[config.mk]
export PLATFORM = sky130hd
export DESIGN_NAME = imm_gen_pipe
export DESIGN_NICKNAME = d
export VERILOG_FILES = /design/src/rtl/imm_pkg.sv /design/src/rtl/imm_extract.sv /design/src/rtl/imm_gen_pipe.sv
export SDC_FILE = /design/constraint.sdc
export NUM_CORES = 1
export LEC_CHECK = 0
export CORE_MARGIN = 3
export CORE_UTILIZATION = 30
export CTS_BUF_LIST = sky130_fd_sc_hd__clkbuf_16
export CTS_CLUSTER_SIZE = 10
export DETAILED_ROUTE_END_ITERATION = 7
export GPL_ROUTABILITY_DRIVEN = 0
export PLACE_DENSITY = 0.58
export SYNTH_ARGS = -nofsm -noshare
export SYNTH_HDL_FRONTEND = slang
export SYNTH_SLANG_ARGS = --single-unit
[constraint.sdc]
create_clock -name clk -period 1.92 [get_ports clk]
set_input_delay 0.384 -clock clk [delete_from_list [all_inputs] [get_ports clk]]
set_output_delay 0.384 -clock clk [all_outputs]
set_load 0.02 [all_outputs]
[src/rtl/imm_pkg.sv]
// Shared types and encodings for the ID-stage immediate generator.
// Entries are sized for the widest XLEN; narrower instances use the low bits.
package imm_pkg;

    localparam int XLEN_MAX = 64;

    typedef enum logic [2:0] {
        IMM_NONE  = 3'd0,
        IMM_I     = 3'd1,
        IMM_S     = 3'd2,
        IMM_B     = 3'd3,
        IMM_U     = 3'd4,
        IMM_J     = 3'd5,
        IMM_SHAMT = 3'd6,
        IMM_ZIMM  = 3'd7
    } imm_type_e;

    localparam logic [6:0] OPC_LOAD      = 7'b0000011;
    localparam logic [6:0] OPC_OP_IMM    = 7'b0010011;
    localparam logic [6:0] OPC_AUIPC     = 7'b0010111;
    localparam logic [6:0] OPC_OP_IMM_32 = 7'b0011011;
    localparam logic [6:0] OPC_STORE     = 7'b0100011;
    localparam logic [6:0] OPC_OP        = 7'b0110011;
    localparam logic [6:0] OPC_LUI       = 7'b0110111;
    localparam logic [6:0] OPC_OP_32     = 7'b0111011;
    localparam logic [6:0] OPC_BRANCH    = 7'b1100011;
    localparam logic [6:0] OPC_JALR      = 7'b1100111;
    localparam logic [6:0] OPC_JAL       = 7'b1101111;
    localparam logic [6:0] OPC_SYSTEM    = 7'b1110011;

    localparam logic [1:0] ST_EMPTY = 2'd0;
    localparam logic [1:0] ST_ONE   = 2'd1;
    localparam logic [1:0] ST_FULL  = 2'd2;

    typedef struct packed {
        logic [31:0]         instr;
        logic [XLEN_MAX-1:0] pc;
        logic [XLEN_MAX-1:0] imm;
        imm_type_e           imm_type;
        logic                illegal;
    } imm_entry_t;

    function automatic logic is_shift_f3(input logic [2:0] funct3);
        return (funct3 == 3'b001) || (funct3 == 3'b101);
    endfunction

endpackage

[src/rtl/imm_extract.sv]
// Combinational immediate extraction: instruction word -> immediate, type tag, illegal flag.
module imm_extract
    import imm_pkg::*;
#(
    parameter int XLEN = 64
) (
    input  logic [31:0]     instr,
    output logic [XLEN-1:0] imm,
    output imm_type_e       imm_type,
    output logic            illegal
);

    logic [6:0]  opcode;
    logic [2:0]  funct3;
    logic [31:0] imm32;

    assign opcode = instr[6:0];
    assign funct3 = instr[14:12];

    // Every format fits in 32 bits sign-extended; widening to XLEN happens once below.
    always_comb begin
        imm32    = '0;
        imm_type = IMM_NONE;
        illegal  = 1'b0;
        case (opcode)
            OPC_OP_IMM: begin
                if (is_shift_f3(funct3)) begin
                    if (XLEN == 32 && instr[25]) begin
                        illegal = 1'b1;
                    end else begin
                        imm_type = IMM_SHAMT;
                        imm32    = (XLEN == 64) ? {26'b0, instr[25:20]} : {27'b0, instr[24:20]};
                    end
                end else begin
                    imm_type = IMM_I;
                    imm32    = {{20{instr[31]}}, instr[31:20]};
                end
            end
            OPC_LOAD, OPC_JALR: begin
                imm_type = IMM_I;
                imm32    = {{20{instr[31]}}, instr[31:20]};
            end
            OPC_OP_IMM_32: begin
                if (XLEN == 32) begin
                    illegal = 1'b1;
                end else if (funct3 == 3'b001 && instr[31:26] == 6'b000010) begin
                    imm_type = IMM_SHAMT;
                    imm32    = {26'b0, instr[25:20]};
                end else if (is_shift_f3(funct3)) begin
                    imm_type = IMM_SHAMT;
                    imm32    = {27'b0, instr[24:20]};
                end else begin
                    imm_type = IMM_I;
                    imm32    = {{20{instr[31]}}, instr[31:20]};
                end
            end
            OPC_STORE: begin
                imm_type = IMM_S;
                imm32    = {{20{instr[31]}}, instr[31:25], instr[11:7]};
            end
            OPC_BRANCH: begin
                imm_type = IMM_B;
                imm32    = {{20{instr[31]}}, instr[7], instr[30:25], instr[11:8], 1'b0};
            end
            OPC_LUI, OPC_AUIPC: begin
                imm_type = IMM_U;
                imm32    = {instr[31:12], 12'b0};
            end
            OPC_JAL: begin
                imm_type = IMM_J;
                imm32    = {{12{instr[31]}}, instr[19:12], instr[20], instr[30:21], 1'b0};
            end
            OPC_SYSTEM: begin
                if (funct3[2]) begin
                    imm_type = IMM_ZIMM;
                    imm32    = {27'b0, instr[19:15]};
                end
            end
            OPC_OP: begin
                imm_type = IMM_NONE;
            end
            OPC_OP_32: begin
                illegal = (XLEN == 32);
            end
            default: begin
                illegal = 1'b1;
            end
        endcase
    end

    generate
        if (XLEN == 64) begin : g_x64
            assign imm = {{32{imm32[31]}}, imm32};
        end else if (XLEN == 32) begin : g_x32
            assign imm = imm32;
        end else begin : g_bad_xlen
            $error("imm_extract: XLEN must be 32 or 64");
        end
    endgenerate

endmodule

[src/rtl/imm_gen_pipe.sv]
// Registered immediate-generation stage with a 2-entry skid buffer and flush.
// Immediates are computed on the input side so stored entries are final.
module imm_gen_pipe
    import imm_pkg::*;
#(
    parameter int XLEN       = 64,
    parameter int SKID_DEPTH = 2
) (
    input  logic            clk,
    input  logic            rst_n,
    input  logic            flush,
    input  logic            in_valid,
    output logic            in_ready,
    input  logic [31:0]     in_instr,
    input  logic [XLEN-1:0] in_pc,
    output logic            out_valid,
    input  logic            out_ready,
    output logic [31:0]     out_instr,
    output logic [XLEN-1:0] out_pc,
    output logic [XLEN-1:0] out_imm,
    output logic [2:0]      out_imm_type,
    output logic            out_illegal
);

    generate
        if (SKID_DEPTH != 2) begin : g_bad_depth
            $error("imm_gen_pipe: SKID_DEPTH is fixed at 2");
        end
    endgenerate

    logic [XLEN-1:0] ex_imm;
    imm_type_e       ex_type;
    logic            ex_illegal;
    imm_entry_t      in_entry;
    imm_entry_t      main_q;
    imm_entry_t      skid_q;
    logic [1:0]      state_q;
    logic [1:0]      state_d;
    logic            in_ready_q;
    logic            accept;
    logic            pop;

    imm_extract #(.XLEN(XLEN)) u_extract (
        .instr    (in_instr),
        .imm      (ex_imm),
        .imm_type (ex_type),
        .illegal  (ex_illegal)
    );

    always_comb begin
        in_entry          = '0;
        in_entry.instr    = in_instr;
        in_entry.pc       = XLEN_MAX'(in_pc);
        in_entry.imm      = XLEN_MAX'(ex_imm);
        in_entry.imm_type = ex_type;
        in_entry.illegal  = ex_illegal;
    end

    assign in_ready  = in_ready_q;
    assign out_valid = (state_q != ST_EMPTY);
    assign accept    = in_valid && in_ready_q;
    assign pop       = out_valid && out_ready;

    always_comb begin
        state_d = state_q;
        case (state_q)
            ST_EMPTY: if (accept) state_d = ST_ONE;
            ST_ONE: begin
                if (accept && !pop)      state_d = ST_FULL;
                else if (pop && !accept) state_d = ST_EMPTY;
            end
            ST_FULL:  if (pop) state_d = ST_ONE;
            default:  state_d = ST_EMPTY;
        endcase
        if (flush) state_d = ST_EMPTY;
    end

    always_ff @(posedge clk or negedge rst_n) begin
        if (!rst_n) begin
            state_q    <= ST_EMPTY;
            in_ready_q <= 1'b1;
            main_q     <= '0;
            skid_q     <= '0;
        end else begin
            state_q    <= state_d;
            in_ready_q <= (state_d != ST_FULL);
            if (!flush) begin
                case (state_q)
                    ST_EMPTY: if (accept) main_q <= in_entry;
                    ST_ONE: begin
                        if (accept && pop) main_q <= in_entry;
                        else if (accept)   skid_q <= in_entry;
                    end
                    ST_FULL:  if (pop) main_q <= skid_q;
                    default:  ;
                endcase
            end
        end
    end

    assign out_instr    = main_q.instr;
    assign out_pc       = main_q.pc[XLEN-1:0];
    assign out_imm      = main_q.imm[XLEN-1:0];
    assign out_imm_type = main_q.imm_type;
    assign out_illegal  = main_q.illegal;

endmodule

# Word level (Yosys, flattened, before mapping)
# Index checks and enable logic that the tools add are counted.
# totals
regBits	299
input_bits	101
output_inout_bits	166
wordCells	72
# classes
eq_ne	21
n_mux	20
bitwise_logic	2
n_reduce_logical	17
# ops
op	count
164-bit 2-to-1 mux	3
164-bit case mux with 3 select lines	1
32-bit case mux with 8 select lines	1
32-bit 2-to-1 mux	3
7-bit by 6-bit == test with 1-bit output, second input constant	4
7-bit == test, second input constant	4
3-bit case mux with 8 select lines	1
7-bit by 5-bit == test with 1-bit output, second input constant	3
12-bit OR reduction	1
2-bit 2-to-1 mux	5
3-bit 2-to-1 mux	3
2-bit inequality test, second input constant	4
7-bit by 2-bit == test with 1-bit output, second input constant	1
6-bit by 2-bit == test with 1-bit output, second input constant	1
1-bit logical AND	6
2-bit case mux with 3 select lines	1
5-bit 2-to-1 mux	1
5-bit AND reduction	1
4-bit AND reduction	1
2-bit OR reduction	2
3-bit by 1-bit == test with 1-bit output, second input constant	1
3-bit == test, second input constant	1
3-bit nonzero test	1
2-bit by 1-bit == test with 1-bit output, second input constant	1
7 further kinds	9

# Depth between registers and ports, before layout
# Gate-level depths: netlist (run 1).
# logic_depth
ltp_word	8
mapped_depth	8
depth_no_buf	5

# Modules after synthesis
# A second synthesis (run 1) with hierarchy kept.
# unflattened
hier_cells	1218
area_unflattened_um2	14702.9
# by_module_without_submodules
module	instances	cells_each	area_each_um2	seq_area_each_um2
imm_gen_pipe	1	1076	13744.4	8284.2
imm_extract	1	142	958.4	0.0

# Worst setup path before layout (run 1)
# No wires, ideal clock.
# synth_timing
path_type	flip-flop to flip-flop
start	register in_ready_q (netlist: in_ready)
end	register skid_q[100] (netlist bit)
setup_ns	0.117
arrival_time_ns	1.698
required_ns	1.803
setup_slack_ns	0.105
stages_incl_launch_ff	8
n_path_buf	2
synth_period_minus_slack_ns	1.815
path_cell_list	dfstp_2 -> nand2_1 -> nor3_1 -> nand2_1 -> clkbuf_1 -> clkbuf_1 -> nand2_1 -> nand2_1
# synth_between
elab_chain_len	4
# synth_rtl
element	line_no	text
from (decl)	imm_gen_pipe.sv:39	logic in_ready_q;
from (signal assigned)	imm_gen_pipe.sv:86	in_ready_q <= (state_d != ST_FULL);
1-bit logical AND *	imm_gen_pipe.sv:61	assign accept = in_valid && in_ready_q;
1-bit logical AND	imm_gen_pipe.sv:91	if (accept && pop) main_q <= in_entry;
1-bit inverter (no line)	--	
4-bit AND reduction (no line) *	--	
to (signal assigned)	imm_gen_pipe.sv:92	else if (accept) skid_q <= in_entry;
to (decl)	imm_gen_pipe.sv:36	imm_entry_t skid_q;
# Every way passes the cells marked *; elsewhere a longest branch is shown, timed or not.
# A chain may end at the register's enable or synchronous reset.

# Worst setup path after layout (run 1)
# layout_timing
start	register main_q, in the netlist out_pc[21]
end	output port out_pc[21]
# layout_rtl
element	line_no	text
from (decl)	imm_gen_pipe.sv:35	imm_entry_t main_q;
from (signal assigned)	imm_gen_pipe.sv:89	ST_EMPTY: if (accept) main_q <= in_entry;
from (signal assigned)	imm_gen_pipe.sv:91	
from (signal assigned)	imm_gen_pipe.sv:94	ST_FULL: if (pop) main_q <= skid_q;
to (decl)	imm_gen_pipe.sv:19	output logic [XLEN-1:0] out_pc,
# No word-level cell between the ends.

==> results_dict.tcl, run 1 <==
set metrics [dict create \
    fin_ws_ps 36.4 \
    critPathKind "reg2out" \
    layout_commonest_cell "nand2_1" \
    grt_pass1_wl_um 58800 \
    fp.dieH_um 206 \
    slew_headroom_pct 63.5 \
    slowest_stage "clkdlybuf4s50_1" \
    grt_pass1_vias 10200 \
    end_kind "output pin" \
    hp-class "in2async" \
    p_sw_mw 5.12 \
    combPwrFrac_pct 24.4 \
    start_kind "flop" \
    ys_seq_area_share_pct 56.0 \
    n_fill_cell 3826 \
    path_delay_family "buffers and inverters" \
    wl_um 38100 \
    cp.buffers_inverters 1 \
    switching_share_pct 31.2 \
    worst_pin_slew_ps 541 \
    gr-usage-met3_pct 3.21 \
    finalCritPeriodShare_pct 98.1 \
    cts_tree "built" \
    cp_max_fo 2 \
    cpPeakStageDelay_ps 610 \
    dr.pass1.iters 5 \
    numCtsBuffers 31 \
    clkLatencyLatePin_ps 550 \
    fmax_mhz 531 \
    cts_buffer_depth 3 \
    die_w_um 206 \
    core_area_mm2 0.0390 \
    fin_crit_ps 1880 \
    peakVddDrop_mv 0.579 \
    netlist_instances 1378 \
    synth_area_mm2 0.0119 \
    synth_seq_cells 267 \
    rsz0062_at_grt "no" \
    layout.cells.non_filler 2190 \
    skew_ps 15.5 \
    finalHoldViolations 0 \
    worstPathRequired_ps 1540 \
    vias 10500 \
    grt_max_degree 67 \
    whs_ps 366 \
    grt_overflow 0 \
    synth-edff-count 0 \
    power_frac_clock_pct 30.6 \
    worstPathArrival_ps 1500 \
    cap_violations 0 \
    ant_nets 0 \
    htree_levels 1 \
    drt_iter0_markers 523 \
    worstPathCellList "clkdlybuf4s50_1" \
    synthArstFlopShare_pct 100 \
    setup_viol 0 \
    powerDensity_mw_per_mm2 989 \
    status "finished, final reports clean" \
    area_growth_syn_to_layout_pct 38.9 \
    antenna_found_initial 0 \
    p_leak_nw 7.89 \
    drive_gt1_share_pct 10.8 \
    synthSimpleGateAreaFrac_pct 24.1 \
    met2_usage_pct 27.7 \
    synthFlopType "dfrtp_1" \
    cts.sinks 267 \
    vias_per_cell 4.78 \
    fin_tns_setup_ps 0 \
    track_usage_pct 17.4 \
    final_cell_mix "533 x nand2_1, 265 x dfrtp_1, 137 x dlygate4sd2_1" \
    drv_slew 0 \
    placementRows 72 \
    initial_core_util_pct 30.6 \
    synth_cell_types 62 \
    diodes 0 \
    muxShareOfSynthArea_pct 0.262 \
    pre_cts_slack_ps -460 \
    synth_xor_area_share_pct 0.0733 \
    path_clk_slew_ps 60 \
    synth-compound-area-share_pct 13.9 \
    wl_per_cell_um 17.4 \
    synth_area_per_cell_um2 8.67 \
    synthAdderAreaFrac_pct 0 \
    internal_power_mw 11.3 \
    use_met1_pct 24.5 \
    nNetsFinal 1758 \
    dieArea_mm2 0.0422 \
    power_mw 16.4 \
    drc 0 \
    cts_root_buf "clkbuf_16" \
    synth_top_family_by_area "simple AND/OR/NAND/NOR gates" \
    dp_cells 2133 \
    synth_warnings 0 \
    p_seq_share_pct 45.0 \
    synth_nets 1479 \
    io_pins 267 \
    portBuffers 266 \
    grt-busiest-layer "met2" \
    detailed_place_hpwl_um 25900 \
]
cell type report:
| cell class | instances | area (um^2) | share of cell area, % |
|---|---|---|---|
| clock buffer | 31 | 776 | 4.67 |
| clock inverter | 17 | 65.1 | 0.392 |
| inverter | 3 | 11.3 | 0.0679 |
| multi-input combinational | 975 | 4650 | 28.0 |
| sequential | 267 | 6680 | 40.3 |
| tap | 518 | 648 | 3.91 |
| timing repair buffer | 379 | 3760 | 22.6 |
synthesized netlist by cell type, types with 12 or more instances:
cell type	number	share of area, %
buf_4	34	2.1
nand2_1	535	17
clkbuf_1	62	1.9
o21ai_1	25	1.0
buf_2	32	1.3
a21oi_1	22	0.92
nor3_1	12	0.50
a211oi_1	19	1.2
nor2_1	130	4.1
o21ai_0	29	1.2
dfrtp_1	266	56
a31oi_1	99	5.2
registers in the layout, indices dropped and copies added (netlist names):
name          count
in_ready          1
out_instr        32
out_imm_type      3
out_pc           64
out_imm          32
out_illegal       1
skid_q          132
state_q           2
path summary, 6_finish.rpt:
path / from / to / slack [ps] / depth (start not counted)
min in group clk: in_pc[60] / skid_q[128]$_DFFE_PN0P_ / 390 / 3
hold reg to reg: skid_q[117]$_DFFE_PN0P_ / skid_q[117]$_DFFE_PN0P_ / 470 / 2
max in group asynchronous: rst_n / out_pc[19]$_DFFE_PN0P_ / 820 / 3
hold / removal: rst_n / out_pc[1]$_DFFE_PN0P_ / 370 / 2
setup reg to reg: state_q[0]$_DFF_PN0_ / out_imm[7]$_DFFE_PN0P_ / 150 / 7
setup / recovery: out_pc[21]$_DFFE_PN0P_ / out_pc[21] / 40 / 1
power groups by stage:
| stage | clock network, mW | logic [mW] | registers, mW |
|---|---|---|---|
| floorplan | 0 | 1.66 | 7.99 |
| global placement | 0 | 4.30 | 7.46 |
| detailed placement | 0 | 4.37 | 7.50 |
| CTS | 5.19 | 4.02 | 7.39 |
| global route | 5.44 | 4.39 | 7.54 |
| finish | 5.03 | 4.00 | 7.39 |
through the flow:
| step | cell area (um^2) | util, % |
|---|---|---|
| final | 16600 | 42.5 |
| after global routing | 16600 | 42.5 |
| after CTS | 16400 | 42.0 |
| after detailed placement | 15700 | 40.3 |
| after global placement | 15700 | 40.3 |
| after floorplan | 11900 | - |
cells by family after synthesis:
family | Yosys count
flip-flops | 267
AND/OR/NAND/NOR | 719
buffers and inverters | 137
AO/OA/AOI/OAI | 251
multiplexers | 3
XOR/XNOR | 1
timing repair:
action                                 in CTS  in global routing
cloned                                      0                  4
pin swaps                                   0                  1
buffers inserted                            0                  4
hold buffers                                1                  0
endpoints found under the hold margin      48                  0
resized for setup                         141                 32
setup endpoints to repair                 139                199
layer usage:
metal | up-vias | share of wire [%]
li1 | 5106 | -
met1 | 4983 | 45
met2 | 312 | 46
met3 | 58 | 6.4
met4 | 0 | 2.4
met5 | - | 0
Power figures use the tool's default switching activity.
==> run 2: changes to the inputs <==
Settings changed: CAP_MARGIN set to 20.
==> results of run 2 <==
The final DEF is identical to that of run 1; final timing and power are the same.
